==> src/rtl/dmem_pkg.sv <==
// Shared definitions for the data-memory responder: MMIO register offsets,
// STATUS bit positions and the address-decode region type.
package dmem_pkg;

  localparam logic [3:0] GPIO_OFS     = 4'h0;
  localparam logic [3:0] MTIME_OFS    = 4'h4;
  localparam logic [3:0] MTIMECMP_OFS = 4'h8;
  localparam logic [3:0] STATUS_OFS   = 4'hC;

  localparam int ST_IRQ = 0;
  localparam int ST_ERR = 1;

  typedef enum logic [2:0] {
    REG_RAM,
    REG_GPIO,
    REG_MTIME,
    REG_MTIMECMP,
    REG_STATUS,
    REG_NONE
  } region_t;

endpackage

==> src/rtl/mmio_timer.sv <==
// Machine timer: free-running MTIME, MTIMECMP and a sticky compare interrupt.
// Only instantiated when DMEM_TIMER_EN is defined.
module mmio_timer (
  input  logic        clk,
  input  logic        reset,
  input  logic        mtime_we,
  input  logic        mtimecmp_we,
  input  logic [31:0] wdata,
  input  logic        irq_clr,
  output logic [31:0] mtime,
  output logic [31:0] mtimecmp,
  output logic        irq
);

  // Counter increments every edge and wraps; a core write overrides the increment
  always_ff @(posedge clk or posedge reset) begin
    if (reset)         mtime <= '0;
    else if (mtime_we) mtime <= wdata;
    else               mtime <= mtime + 32'd1;
  end

  // Compare register resets to all-ones so the interrupt stays quiet after reset
  always_ff @(posedge clk or posedge reset) begin
    if (reset)            mtimecmp <= '1;
    else if (mtimecmp_we) mtimecmp <= wdata;
  end

  // Sticky interrupt: a match on the current values sets it and beats a clear on the same edge
  always_ff @(posedge clk or posedge reset) begin
    if (reset)                  irq <= 1'b0;
    else if (mtime == mtimecmp) irq <= 1'b1;
    else if (irq_clr)           irq <= 1'b0;
  end

endmodule

==> src/rtl/dmem_responder.sv <==
// Data-memory slave for the single-cycle RV32 core: word RAM plus an MMIO
// window (GPIO, machine timer, STATUS). Reads are combinational, writes land
// on the rising edge. Define DMEM_TIMER_EN to include the machine timer;
// without it the MTIME/MTIMECMP offsets are unmapped and timer_irq is 0.
module dmem_responder
  import dmem_pkg::*;
#(
  parameter int          DEPTH_WORDS = 64,
  parameter logic [31:0] MMIO_BASE   = 32'h0000_1000
) (
  input  logic        clk,
  input  logic        reset,
  input  logic        MemWrite,
  input  logic [31:0] ALUResult,
  input  logic [31:0] WriteData,
  output logic [31:0] ReadData,
  output logic [7:0]  gpio_out,
  output logic        timer_irq,
  output logic        bus_err
);

  localparam int          AW        = $clog2(DEPTH_WORDS);
  localparam logic [31:0] RAM_BYTES = 32'(DEPTH_WORDS * 4);

  region_t        region;
  logic [AW-1:0]  word_idx;
  logic [31:0]    ram [DEPTH_WORDS];
  logic           err_sticky;
  logic           wr_illegal;
  logic           status_wr;
  logic [31:0]    mtime;
  logic [31:0]    mtimecmp;

  assign word_idx   = ALUResult[AW+1:2];
  assign wr_illegal = MemWrite && (region == REG_NONE);
  assign status_wr  = MemWrite && (region == REG_STATUS);

  // Address decode: aligned RAM words first, then the four MMIO registers
  always_comb begin
    region = REG_NONE;
    if (ALUResult[1:0] == 2'b00) begin
      if (ALUResult < RAM_BYTES) begin
        region = REG_RAM;
      end else if (ALUResult[31:4] == MMIO_BASE[31:4]) begin
        case (ALUResult[3:0])
          GPIO_OFS:     region = REG_GPIO;
`ifdef DMEM_TIMER_EN
          MTIME_OFS:    region = REG_MTIME;
          MTIMECMP_OFS: region = REG_MTIMECMP;
`endif
          STATUS_OFS:   region = REG_STATUS;
          default:      region = REG_NONE;
        endcase
      end
    end
  end

`ifdef DMEM_TIMER_EN
  mmio_timer u_timer (
    .clk         (clk),
    .reset       (reset),
    .mtime_we    (MemWrite && (region == REG_MTIME)),
    .mtimecmp_we (MemWrite && (region == REG_MTIMECMP)),
    .wdata       (WriteData),
    .irq_clr     (status_wr && WriteData[ST_IRQ]),
    .mtime       (mtime),
    .mtimecmp    (mtimecmp),
    .irq         (timer_irq)
  );
`else
  assign mtime     = '0;
  assign mtimecmp  = '0;
  assign timer_irq = 1'b0;
`endif

  // RAM word write; contents are deliberately left unreset
  always_ff @(posedge clk) begin
    if (MemWrite && (region == REG_RAM)) ram[word_idx] <= WriteData;
  end

  // GPIO output register takes the low byte of a store
  always_ff @(posedge clk or posedge reset) begin
    if (reset)                                gpio_out <= '0;
    else if (MemWrite && (region == REG_GPIO)) gpio_out <= WriteData[7:0];
  end

  // Error flags: one-cycle pulse plus a sticky bit whose set beats a W1C clear
  always_ff @(posedge clk or posedge reset) begin
    if (reset) begin
      bus_err    <= 1'b0;
      err_sticky <= 1'b0;
    end else begin
      bus_err <= wr_illegal;
      if (wr_illegal)                       err_sticky <= 1'b1;
      else if (status_wr && WriteData[ST_ERR]) err_sticky <= 1'b0;
    end
  end

  // Combinational read mux; unmapped or misaligned addresses read as zero
  always_comb begin
    ReadData = '0;
    case (region)
      REG_RAM:      ReadData = ram[word_idx];
      REG_GPIO:     ReadData = {24'b0, gpio_out};
      REG_MTIME:    ReadData = mtime;
      REG_MTIMECMP: ReadData = mtimecmp;
      REG_STATUS: begin
        ReadData[ST_IRQ] = timer_irq;
        ReadData[ST_ERR] = err_sticky;
      end
      default:      ReadData = '0;
    endcase
  end

endmodule

==> config.mk <==
export PLATFORM = sky130hd
export DESIGN_NAME = dmem_responder
export DESIGN_NICKNAME = d
export VERILOG_FILES = /design/src/rtl/dmem_pkg.sv /design/src/rtl/mmio_timer.sv /design/src/rtl/dmem_responder.sv
export SDC_FILE = /design/constraint.sdc
export NUM_CORES = 2
export LEC_CHECK = 0
export ABC_AREA = 1
export BUFFER_PORTS_ARGS = -buffer_cell sky130_fd_sc_hd__buf_2
export CAP_MARGIN = 25
export CELL_PAD_IN_SITES_DETAIL_PLACEMENT = 1
export CELL_PAD_IN_SITES_GLOBAL_PLACEMENT = 2
export CORE_AREA = 2 2 433 435
export CTS_CLUSTER_SIZE = 16
export DETAILED_ROUTE_END_ITERATION = 10
export DIE_AREA = 0 0 435 437
export PLACE_DENSITY = 0.82
export SYNTH_ARGS = -nofsm -noshare
export SYNTH_HDL_FRONTEND = slang
export SYNTH_SLANG_ARGS = --single-unit
==> constraint.sdc <==
create_clock -name clk -period 2.1 [get_ports clk]
set_clock_uncertainty 0.05 [all_clocks]
set_input_delay 0.105 -clock clk [delete_from_list [all_inputs] [get_ports clk]]
set_output_delay 0.105 -clock clk [all_outputs]
set_load 0.1 [all_outputs]
Yosys cells after proc, flatten, opt, wreduce, memory -nomap -nowiden

Memory sizes are Yosys's and may differ from the RTL's.
Index checks and enable logic that the tools add are counted.

Muxes and demuxes: 10
Equal/unequal tests: 5
Reduce and logical (&&, ||, !) cells: 9
Add/subtract/negate cells: 0
Order comparisons: 1
Shift operators: 0
Multipliers: 0
Bitwise gates (word level): 0
Div/mod/pow operators: 0

Operators with widths:

| operator              | count |
|---|---|
| $pmux W30 S2          | 1 |
| $lt A32 B9 Y1 const B | 1 |
| $eq A28 B9 Y1 const B | 1 |
| $mux W3               | 3 |
| $eq A3 B3 Y1 const B  | 2 |
| $pmux W2 S3           | 1 |
| $pmux W3 S2           | 1 |
| $logic_and A1 B1 Y1   | 5 |
| $eq A4 B4 Y1 const B  | 1 |
| $logic_not A4 Y1      | 1 |
| $mux W1               | 4 |
| $eq A3 B1 Y1 const B  | 1 |
| $logic_not A3 Y1      | 1 |
| $logic_not A2 Y1      | 1 |
| $reduce_bool A2 Y1    | 1 |

Logic and storage cells: 29
Latch bits: 0
RAM bits: 2,048
Input bits: 67
Register bits after elaboration: 10
Output and inout port bits: 42
Bits in read-only memories: 0
Memories kept: 1

Memories:

| memory | depth | width | rd ports | clocked after memory_dff | write ports | RTL line             | text |
|---|---|---|---|---|---|---|---|
| ram    | 64    | 32    | 1        | 0                        | 1           | dmem_responder.sv:27 | `logic [31:0] ram [DEPTH_WORDS];` |

Logic depth before layout (Yosys ltp)

Depth in word-level cells: 10
Gate-level depth with buffers: 15
Depth with buffers taken out: 14

Worst setup path after synthesis

OpenSTA, ideal clock, no wires.

Kind: in2reg
Start: input port ALUResult[4]
End: memory ram[40][0] (enable)
Data arrival time: 3.409 ns
Required time: 1.589 ns
Setup slack: -1.820 ns
Buffers on the path: 2
Library setup time: 0.461 ns
Stages: 11
Cell sequence: buf_2 nor2_1 nand2_1 nor2_1 nand2_1 nor2_2 nand2_1 nand2_2 nand4_2 clkbuf_1 nor3_1

Longest elaborated chain between the ends: 8
Elaborated cells between the ends (all ways): 9
Those cells by class: order compare: 1; eq/ne: 1; mux: 5; reduce/logical: 2

Ends and longest elaborated chain:

| item                                                                  | RTL line             | text |
|---|---|---|
| start: declaration                                                    | dmem_responder.sv:14 | `input logic [31:0] ALUResult,` |
| parallel branches: the longest is 8 deep, another holds $lt A32 B9 Y1 | --                   |  |
| end: declaration                                                      | dmem_responder.sv:27 |  |

Several ways; the timed one is not identified.

Worst setup path in the final report

Start: input port ALUResult[3]
End: output port ReadData[25]

Longest elaborated chain between the ends: 7
Elaborated cells between the ends (all ways): 11
Those cells by class: order compare: 1; eq/ne: 2; mux: 5; reduce/logical: 2; memory: 1

Ends and longest elaborated chain:

| item                                                                  | RTL line              | text |
|---|---|---|
| parallel branches: the longest is 6 deep, another holds $lt A32 B9 Y1 | --                    |  |
| $pmux W30 S2 *                                                        | dmem_responder.sv:102 | `case (region)` |
| end: declaration                                                      | dmem_responder.sv:16  | `output logic [31:0] ReadData,` |

Every way passes the cells marked *.

==> impl_results.md <==
* Residual DRC at 0
* Hold Violations, Final at 0
* Cell Area, Synth at 0.08115 mm^2
* Combinational Power Share at 6.6%
* Clk_lat worst skew at 0.85 ns
* Longest Clk Path Bufs at 3
* Worst setup SP type: input port
* WP buf/inv at 8
* Sw Share at 22.67%
* 1st-pass router iterations at 5
* Vias in the first global route at 60880
* Total wire length at 292100 um
* Ys flop type: edfxtp_1
* DR iter-0 viols at 6195
* Area growth syn-to-layout at 25.36%
* Sequential share of power at 51.1%
* Slowest CP cell: nor2_4
* Largest net degree at the start of global routing at 66
* Synth cell types at 26
* Switching Power at 20.04 mW
* Final Util at 54.98%
* Routed len/inst at 29.08 um
* Run status: finished with violations
* Initial Util at 43.86%
* Top post-synthesis cells by count: edfxtp_1, nand2_1, nor2_1, o21ai_1, o21ai_0
* Number of max-cap violations at 0
* Seq/Total Area, Yosys at 76.09%
* Placed Cells at 9606
* CORE AREA at 0.1850 mm^2
* Dpl ws at -1.139 ns
* Critical path, cell by cell: buf_8 -> buf_4 -> nor2_2 -> buf_12 -> nand2_4 -> buf_12 -> buf_4 -> buf_4 -> o22ai_1 -> nor2_1 -> nand2_1 -> nand2_1 -> nand2_1 -> nor2_4 -> nand2_4 -> nor2_4 -> buf_6 -> buf_12
* Syn_area_per_cell at 12.15 um^2
* Placer congestion estimate at 0.8495
* IO Pins at 109
* Area share of the largest cell type after synthesis at 75.79%
* # clock sinks at 2058
* DPL Wire Length at 181500 um
* Fin crit period at 2.818 ns
* Cells after Synth at 6679
* Antenna violations before repair at 4
* Worst Hold Class: input port to flop
* Remaining antenna violation count after routing at 0
* Setup-failing EPs final at 32
* VDD IR max at 0.8136 mV
* Failing checks: negative setup slack
* CP delay by family, top: buffers and inverters
* Number of flops mapped to enable cells by yosys at 2048
* Total power draw at 88.39 mW
* Final instance area at 0.1017 mm^2
* Crit Path Max Fanout at 15
* Fin cells at 10040
* H-Tree Depth at 4
* Fin Setup TNS at -15.05 ns
* RSZ-0062 raised after global routing: true
* Die Y at 437 um
* Period Utilization, post-route at 134.2%
* CTS tree: built
* Synth Net Count at 6746
* Ranking of synthesized cells by area: edfxtp_1, nand2_1, nor2_1
* Die area at 0.1901 mm^2
* Power Dens Cells at 868.9 mW/mm^2
* Final Max Tran Viols at 0
* #FFs+latches synth at 2058
* Area leader, netlist: edfxtp_1
* Crit path capture type: output pin
* Clock power frac at 42.3%
* Layout cells sized above 1 at 21.41%
* FP Rows at 158
* P_int at 68.35 mW
* Hold Slack at 0.1706 ns
* Worst-margin pin slew at 0.8796 ns
* Number of CTS-inserted buffers at 210
* Arr. time, crit path at 2.66 ns
* FMAX at 354.9 MHz
* Cell leakage power at 37.83 nW
* Avg Vias per Cell at 5.777
* Layout Nets at 7458
* Global route total overflow at 0
* YS warnings at 0
* Max-slew headroom at 41.36%
* Total GRT Usage at 30.35%
* Clock slew at reported path FFs at 0.06 ns
* Placed instance area at 0.09244 mm^2
* Worst setup margin at -0.7179 ns
* Die X at 435 um
* WS Path Type: input port to output pin
* Buffers on Ports at 107
* Root Driver: clkbuf_16
* First-pass GRT wire length at 419900 um
* Slowest cell delay on critical path at 0.23 ns
* DR vias at 58030
* CP required at 1.95 ns
* Asr flop ratio synth at 0.4859%
* Count leader, synth: edfxtp_1
cell usage in the layout, fill, tap and decap left out, types with 3 or more instances in the layout:
cell	count
inv_6	5
nor2_4	65
nand4_1	16
nor2_1	1316
inv_1	253
edfxtp_1	2048
bufinv_16	24
nand3b_1	3
nor2_2	49
nand2_2	215
nand2_8	4
clkbuf_1	52
nor3_2	6
or2_2	10
clkbuf_16	212
o22ai_1	261
clkinv_8	4
clkinv_2	29
nand3_4	7
buf_2	72
clkinvlp_4	6
o21ai_0	182
buf_6	19
inv_2	6
nand3_1	28
o21ai_2	15
buf_4	454
nand2_4	80
nand2_1	1169
o21ai_1	500
dfrtp_1	10
nor3_4	64
clkinv_1	56
buf_12	248
nand3_2	11
dlygate4sd3_1	46
buf_8	4
sequential cells by signal, summed over array words and instances (netlist names):
signal,count
ram,2048
gpio_out,8
bus_err,1
err_sticky,1
power by group through the flow:
stage | Sequential [mW] | Clock, mW | Combinational [mW]
3_5_place_dp | 46.0 | 0 | 5.24
2_1_floorplan | 46.0 | 0 | 2.09
3_3_place_gp | 46.0 | 0 | 5.08
5_1_grt | 45.1 | 39.1 | 6.18
4_1_cts | 45.1 | 37.6 | 5.65
6_report | 45.1 | 37.4 | 5.82
per-layer routing:
metal  global-route usage (%)  up-vias  routed length, um
met4                    14.85        4              15510
met3                    4.071      681              22020
met1                    39.49    29940             113700
met2                    50.32     2755             140800
li1                         -    24650                  -
met5                        0        -                 30
worst reg2reg max path, delay by kind of cell, from the launching register on:
kind	cells	cell delay, ns
buf+inv	1	0.56
compound gates	1	0.07
flops	1	0.38
simple gates	1	0.06
area by class of cell:
cell class	instances	area [um^2]
diodes	1	2.502
clock buffers	264	5500
clock inverters	120	1246
fillers	18430	83310
inverters	269	1052
multi-input cells	4008	19590
flip-flops and latches	2058	61750
well taps	2480	3103
repair buffers	844	9482
cell families (layout without fill, tap and decap cells):
family | Yosys count | count (layout) | synth area share, %
compound gates | 962 | 962 | 6.339
buf+inv | 613 | 1497 | 3.156
flops | 2058 | 2058 | 76.09
other cells | 1 | 2 | 0.004621
simple gates | 3045 | 3045 | 14.41
final timing paths:
check / to / start / slack (ns) / cells after the start
min reg2reg: gpio_out[0] / gpio_out[0] / 0.45 / 2
min: ram[39][18] / WriteData[18] / 0.17 / 2
min in group asynchronous: gpio_out[4] / reset / 0.28 / 4
max in group asynchronous: gpio_out[3] / reset / 1.44 / 4
max: ReadData[25] / ALUResult[3] / -0.72 / 18
max reg2reg: err_sticky / err_sticky / 0.86 / 3
what timing repair did:
item	in CTS	in global routing
resized for setup	457	262
hold buffers	46	0
endpoints found under the hold margin	1980	0
pin swaps	257	320
setup buffers	14	6
setup endpoints to repair	32	32
No activity file was read; power rests on OpenSTA's default activity.
